[src/rtl/sprite_collision_scanner.sv]
// Sequential sprite collision scanner: fetches one reference sprite, then
// walks the whole sprite bank. Each active slot other than the reference is
// paired with the reference for the external combinational checker, and the
// hits are collected into a per-slot mask plus summary flags.
module sprite_collision_scanner #(
  parameter int N_SLOTS = 32,
  parameter int ADDR_W  = 5
) (
  input  logic                clk,
  input  logic                reset,
  input  logic                start,
  input  logic [ADDR_W-1:0]   ref_slot,
  output logic [ADDR_W-1:0]   rd_addr,
  input  logic [31:0]         rd_data,
  output logic [31:0]         pair_a,
  output logic [31:0]         pair_b,
  input  logic                pair_hit,
  output logic                busy,
  output logic                done,
  output logic                collided,
  output logic [ADDR_W-1:0]   first_hit,
  output logic [N_SLOTS-1:0]  hit_mask
);

  typedef enum logic [2:0] {
    S_IDLE,
    S_FETCH_REF,
    S_LATCH_REF,
    S_SCAN,
    S_DONE
  } state_t;

  // The compare index is one bit wider than a slot address so that a bank of
  // exactly 2^ADDR_W slots still reaches its last index without wrapping.
  localparam logic [ADDR_W:0]   LAST_K    = (ADDR_W+1)'(N_SLOTS - 1);
  localparam logic [ADDR_W-1:0] LAST_ADDR = ADDR_W'(N_SLOTS - 1);

  state_t               state_q, state_d;
  logic [ADDR_W-1:0]    ref_slot_q, ref_slot_d;
  logic [31:0]          ref_q, ref_d;
  logic [ADDR_W-1:0]    rd_addr_q, rd_addr_d;
  logic [ADDR_W:0]      k_q, k_d;
  logic [N_SLOTS-1:0]   mask_q, mask_d;
  logic                 collided_q, collided_d;
  logic [ADDR_W-1:0]    first_q, first_d;
  logic                 qualify;

  // State and result registers; reset clears everything immediately.
  always_ff @(posedge clk or posedge reset) begin
    if (reset) begin
      state_q    <= S_IDLE;
      ref_slot_q <= '0;
      ref_q      <= '0;
      rd_addr_q  <= '0;
      k_q        <= '0;
      mask_q     <= '0;
      collided_q <= 1'b0;
      first_q    <= '0;
    end else begin
      state_q    <= state_d;
      ref_slot_q <= ref_slot_d;
      ref_q      <= ref_d;
      rd_addr_q  <= rd_addr_d;
      k_q        <= k_d;
      mask_q     <= mask_d;
      collided_q <= collided_d;
      first_q    <= first_d;
    end
  end

  // Next-state logic: sequencing of the bank reads and hit accumulation.
  always_comb begin
    state_d    = state_q;
    ref_slot_d = ref_slot_q;
    ref_d      = ref_q;
    rd_addr_d  = rd_addr_q;
    k_d        = k_q;
    mask_d     = mask_q;
    collided_d = collided_q;
    first_d    = first_q;
    // A slot counts only if it is not the reference itself and is active.
    qualify    = (k_q != {1'b0, ref_slot_q}) && rd_data[29];

    case (state_q)
      S_IDLE: begin
        if (start) begin
          ref_slot_d = ref_slot;
          mask_d     = '0;
          collided_d = 1'b0;
          first_d    = '0;
          rd_addr_d  = ref_slot;
          state_d    = S_FETCH_REF;
        end
      end
      S_FETCH_REF: begin
        rd_addr_d = '0;
        state_d   = S_LATCH_REF;
      end
      S_LATCH_REF: begin
        ref_d     = rd_data;
        rd_addr_d = ADDR_W'(1);
        k_d       = '0;
        // An inactive reference cannot collide with anything.
        state_d   = rd_data[29] ? S_SCAN : S_DONE;
      end
      S_SCAN: begin
        if (qualify && pair_hit) begin
          mask_d[k_q[ADDR_W-1:0]] = 1'b1;
          // Slots are visited in ascending order, so the first hit is the lowest.
          if (!collided_q) begin
            first_d    = k_q[ADDR_W-1:0];
            collided_d = 1'b1;
          end
        end
        // The read address leads the compare index by one and parks on the
        // last slot so no read beyond the bank is ever issued.
        if (rd_addr_q != LAST_ADDR) begin
          rd_addr_d = rd_addr_q + ADDR_W'(1);
        end
        if (k_q == LAST_K) begin
          state_d = S_DONE;
        end else begin
          k_d = k_q + (ADDR_W+1)'(1);
        end
      end
      S_DONE: begin
        state_d = S_IDLE;
      end
      default: begin
        state_d = S_IDLE;
      end
    endcase
  end

  assign rd_addr   = rd_addr_q;
  assign pair_a    = ref_q;
  assign pair_b    = rd_data;
  assign busy      = (state_q == S_FETCH_REF) || (state_q == S_LATCH_REF) ||
                     (state_q == S_SCAN);
  assign done      = (state_q == S_DONE);
  assign collided  = collided_q;
  assign first_hit = first_q;
  assign hit_mask  = mask_q;

endmodule

[config.mk]
export PLATFORM = sky130hd
export DESIGN_NAME = sprite_collision_scanner
export DESIGN_NICKNAME = d
export VERILOG_FILES = /design/src/rtl/sprite_collision_scanner.sv
export SDC_FILE = /design/constraint.sdc
export NUM_CORES = 1
export LEC_CHECK = 0
export CAP_MARGIN = 20
export CORE_UTILIZATION = 27
export DETAILED_ROUTE_END_ITERATION = 8
export GPL_TIMING_DRIVEN = 0
export HOLD_SLACK_MARGIN = 0.05
export SYNTH_ARGS = -nofsm -noshare
export SYNTH_HDL_FRONTEND = slang
export SYNTH_SLANG_ARGS = --single-unit
[constraint.sdc]
create_clock -name clk -period 4.9 [get_ports clk]
set_clock_uncertainty 0.15 [all_clocks]
set_input_delay 0.735 -clock clk [delete_from_list [all_inputs] [get_ports clk]]
set_output_delay 0.735 -clock clk [all_outputs]
set_load 0.01 [all_outputs]
==> results.json <==
{
  "max_freq_mhz": 326.6,
  "commonest_non_fill_non_tap_cell_in_the_layout": "sky130_fd_sc_hd__clkdlybuf4s50_1",
  "yosys.area.top_type": "sky130_fd_sc_hd__dfrtp_1",
  "maximum_buffer_depth_of_the_clock_tree": 2,
  "grt_pass1_wl_um": 19000,
  "pwr-share-comb_pct": 41.3,
  "route.antenna.remaining_nets": 0,
  "timing.critical_path.required_ns": 4.01,
  "worstPathCellList": "clkbuf_1 > nor2_1 > or2_2 > inv_1 > clkdlybuf4s50_1",
  "top_library_cells_by_usage_in_the_layout_fill_and_taps_aside": "sky130_fd_sc_hd__clkdlybuf4s50_1 (149), sky130_fd_sc_hd__nand2_1 (133), sky130_fd_sc_hd__dfrtp_1 (89)",
  "fillerInstances": 1461,
  "final_min_period_over_clock_period_pct": 62.50,
  "p_per_area_mw_per_mm2": 495.5,
  "antenna_violations_before_repair": 0,
  "place.gp.congestion": 0.7915,
  "leakage_power_nw": 2.712,
  "number_of_distinct_library_cell_variants_in_the_gate_level_netlist_after_synthesis": 51,
  "area_used_by_multi_input_combinational_logic_mm2": 0.001530,
  "critical-path-max-stage-delay_ns": 0.52,
  "avg_cell_area_syn_um2": 9.547,
  "r2r_start": "k_q[1]",
  "synth_seq_area_share_pct": 53.87,
  "clkSinkCount": 89,
  "hold_viol_final": 0,
  "vias": 3643,
  "power_frac_seq_pct": 35.6,
  "cts.htree.levels": 3,
  "design.core.area_mm2": 0.01475,
  "synthArstFlopShare_pct": 100.0,
  "clk_latency_ns": 0.35,
  "timing.critical_path.slowest_stage_cell": "sky130_fd_sc_hd__clkdlybuf4s50_1",
  "count_of_final_max_slew_check_failures": 0,
  "power_switching_share_pct": 36.70,
  "ys_ff_latch": 89,
  "final-seq-area_mm2": 0.002227,
  "p_int_mw": 1.939,
  "post_synth_inst_count": 433,
  "grt_setup_unrepaired": "false",
  "setup.worst_path.class": "reg -> out",
  "startpoint_of_the_most_critical_setup_path": "state_q[0]",
  "synth.cell_area_mm2": 0.004134,
  "tritoncts": "yes",
  "synth.area.top_cells": "sky130_fd_sc_hd__dfrtp_1 (54%), sky130_fd_sc_hd__nand2_1 (12%), sky130_fd_sc_hd__buf_4 (5.8%)",
  "yosysWarningCount": 0,
  "root_buffer": "sky130_fd_sc_hd__clkbuf_16",
  "synth_enable_flop_cells": 0,
  "global_route_total_overflow": 0,
  "cts.clk_slew.worst_paths_ns": 0.06,
  "drcViolationCount": 0,
  "fp.dieW_um": 125.7,
  "holdWs_ns": 0.3233,
  "syn2layout_area_growth_pct": 49.52,
  "irDropWorstVdd_uv": 234.2,
  "dieArea_mm2": 0.01581,
  "grt_start_max_net_pins": 47,
  "initial_core_utilization_pct": 28.02,
  "setup.worst_path.end_class": "primary output",
  "die_h_um": 125.7,
  "type_of_the_tightest_min_delay_check": "reg -> reg",
  "period_needed_ns": 3.062,
  "postCtsSetupBuffers": 0,
  "worst_setup_path_start_kind": "flip-flop",
  "cts_resized": 0,
  "layout.nets": 641,
  "pin_count": 150,
  "setup_tns_ns": 0,
  "max_cap_viol_count": 0,
  "run_status": "finished, final reports clean",
  "dr.first_iter.drc_count": 161,
  "p_switching_mw": 1.124,
  "fp-row-count": 44,
  "wl_per_cell_um": 14.57,
  "headroom_to_the_max_slew_limit_pct": 31.30,
  "synth.top_cell.area_share_pct": 53.87,
  "layout-drive-gt1-share_pct": 11.35,
  "synth_ff_type": "sky130_fd_sc_hd__dfrtp_1",
  "vias_per_cell": 4.653,
  "post-dp-hpwl_um": 8540,
  "grtUsageTotal_pct": 15.20,
  "cts_inserted_buffers": 9,
  "cp_num_buf_inv": 3,
  "share_clk_of_total_power_pct": 23.1,
  "critPathTopFamily": "buffers and inverters",
  "number_of_global_route_vias_before_repair": 3739,
  "postRouteWirelength_um": 11410,
  "setup_viol": 0,
  "cp.arrival_ns": 2.18,
  "antenna-diode-count": 0,
  "synth.net_count": 480,
  "cts.hold.buffers_added": 0,
  "detailedRoute.firstPassIterationCount": 4,
  "worst_hold_startpoint": "pair_a[23]",
  "critical_path_peak_fanout": 10,
  "worst_slew_pin_slew_ns": 1.022,
  "portBuffers": 149
}
## through the flow
stage	power [mW]	area (µm²)	utilization, %	instances	setup slack (ns)
4_1_cts	3.101	6181	41.89	783	1.835
5_1_grt	3.284	6181	41.89	783	1.709
3_5_place_dp	2.379	5878	39.84	767	1.876
2_1_floorplan	1.749	4134	-	433	1.708
6_report	3.063	6181	41.89	783	1.838
3_3_place_gp	2.346	5856	39.69	766	0.3012
## state kept, by name, indices dropped and copies added, names as in the netlist
| name | cells |
|---|---|
| state_q | 3 |
| first_hit | 5 |
| ref_slot_q | 5 |
| rd_addr | 5 |
| k_q | 6 |
| collided | 1 |
| hit_mask | 32 |
| pair_a | 32 |
## Yosys cell counts (all sizes together) (4+ instances only)
library cell,number
nand2,134
dfrtp,89
buf,39
o21ai,37
clkbuf,16
a32o,12
nand3,10
nor2,10
inv,8
o211ai,7
ha,6
mux2,5
or2,5
a21oi,4
## path summary, 6_finish.rpt
| kind | to | slack (ns) | depth (start not counted) |
|---|---|---|---|
| setup / recovery | busy | 1.84 | 5 |
| hold / removal | pair_a[23] | 0.32 | 2 |
| setup reg to reg | hit_mask[24] | 2.76 | 5 |
| hold reg to reg | pair_a[23] | 0.32 | 2 |
| max in group asynchronous | hit_mask[3] | 3.28 | 3 |
| min in group asynchronous | pair_a[14] | 0.66 | 2 |
## kinds of logic after synthesis
kind of cell | after synthesis | share of synthesized area (%)
simple gates | 184 | 19.49
flops | 89 | 53.87
compound gates | 79 | 12.80
buf+inv | 63 | 9.110
mux | 7 | 1.846
fa+ha+maj | 6 | 1.816
xor+xnor | 5 | 1.060
## worst reg2reg max path: stages, from the launching register on
cell and delay, ns:
sky130_fd_sc_hd__dfrtp_1 0.47, sky130_fd_sc_hd__xnor2_1 0.18, sky130_fd_sc_hd__nand4_1 0.18, sky130_fd_sc_hd__clkbuf_1 0.25, sky130_fd_sc_hd__o21ai_0 0.56, sky130_fd_sc_hd__o21ai_0 0.19
## final cells by class
cell class / instances / area share (%)
Clock buffer: 10 / 3.704
Multi-Input combinational cell: 281 / 24.76
Timing Repair Buffer: 150 / 24.45
Sequential cell: 89 / 36.03
Inverter: 8 / 0.5263
Tap cell: 184 / 3.725
Clock inverter: 6 / 1.194
Buffer: 55 / 5.607
## power groups by stage
| stage | combinational (mW) | sequential, mW | clock [mW] |
|---|---|---|---|
| 4_1_cts | 1.28 | 1.09 | 0.726 |
| 5_1_grt | 1.40 | 1.12 | 0.759 |
| 3_5_place_dp | 1.28 | 1.10 | 0 |
| 2_1_floorplan | 0.600 | 1.15 | 0 |
| 6_report | 1.27 | 1.09 | 0.707 |
| 3_3_place_gp | 1.26 | 1.09 | 0 |
## metal layers
layer / vias up / share of wire, % / GRT usage (%)
met1: 1739 / 45 / 19.06
met5: - / 0 / 0
met2: 127 / 48 / 25.49
met3: 13 / 5.7 / 3.653
met4: 0 / 1.5 / 5.528
li1: 1764 / - / -
No activity file was read; power rests on OpenSTA's default activity.
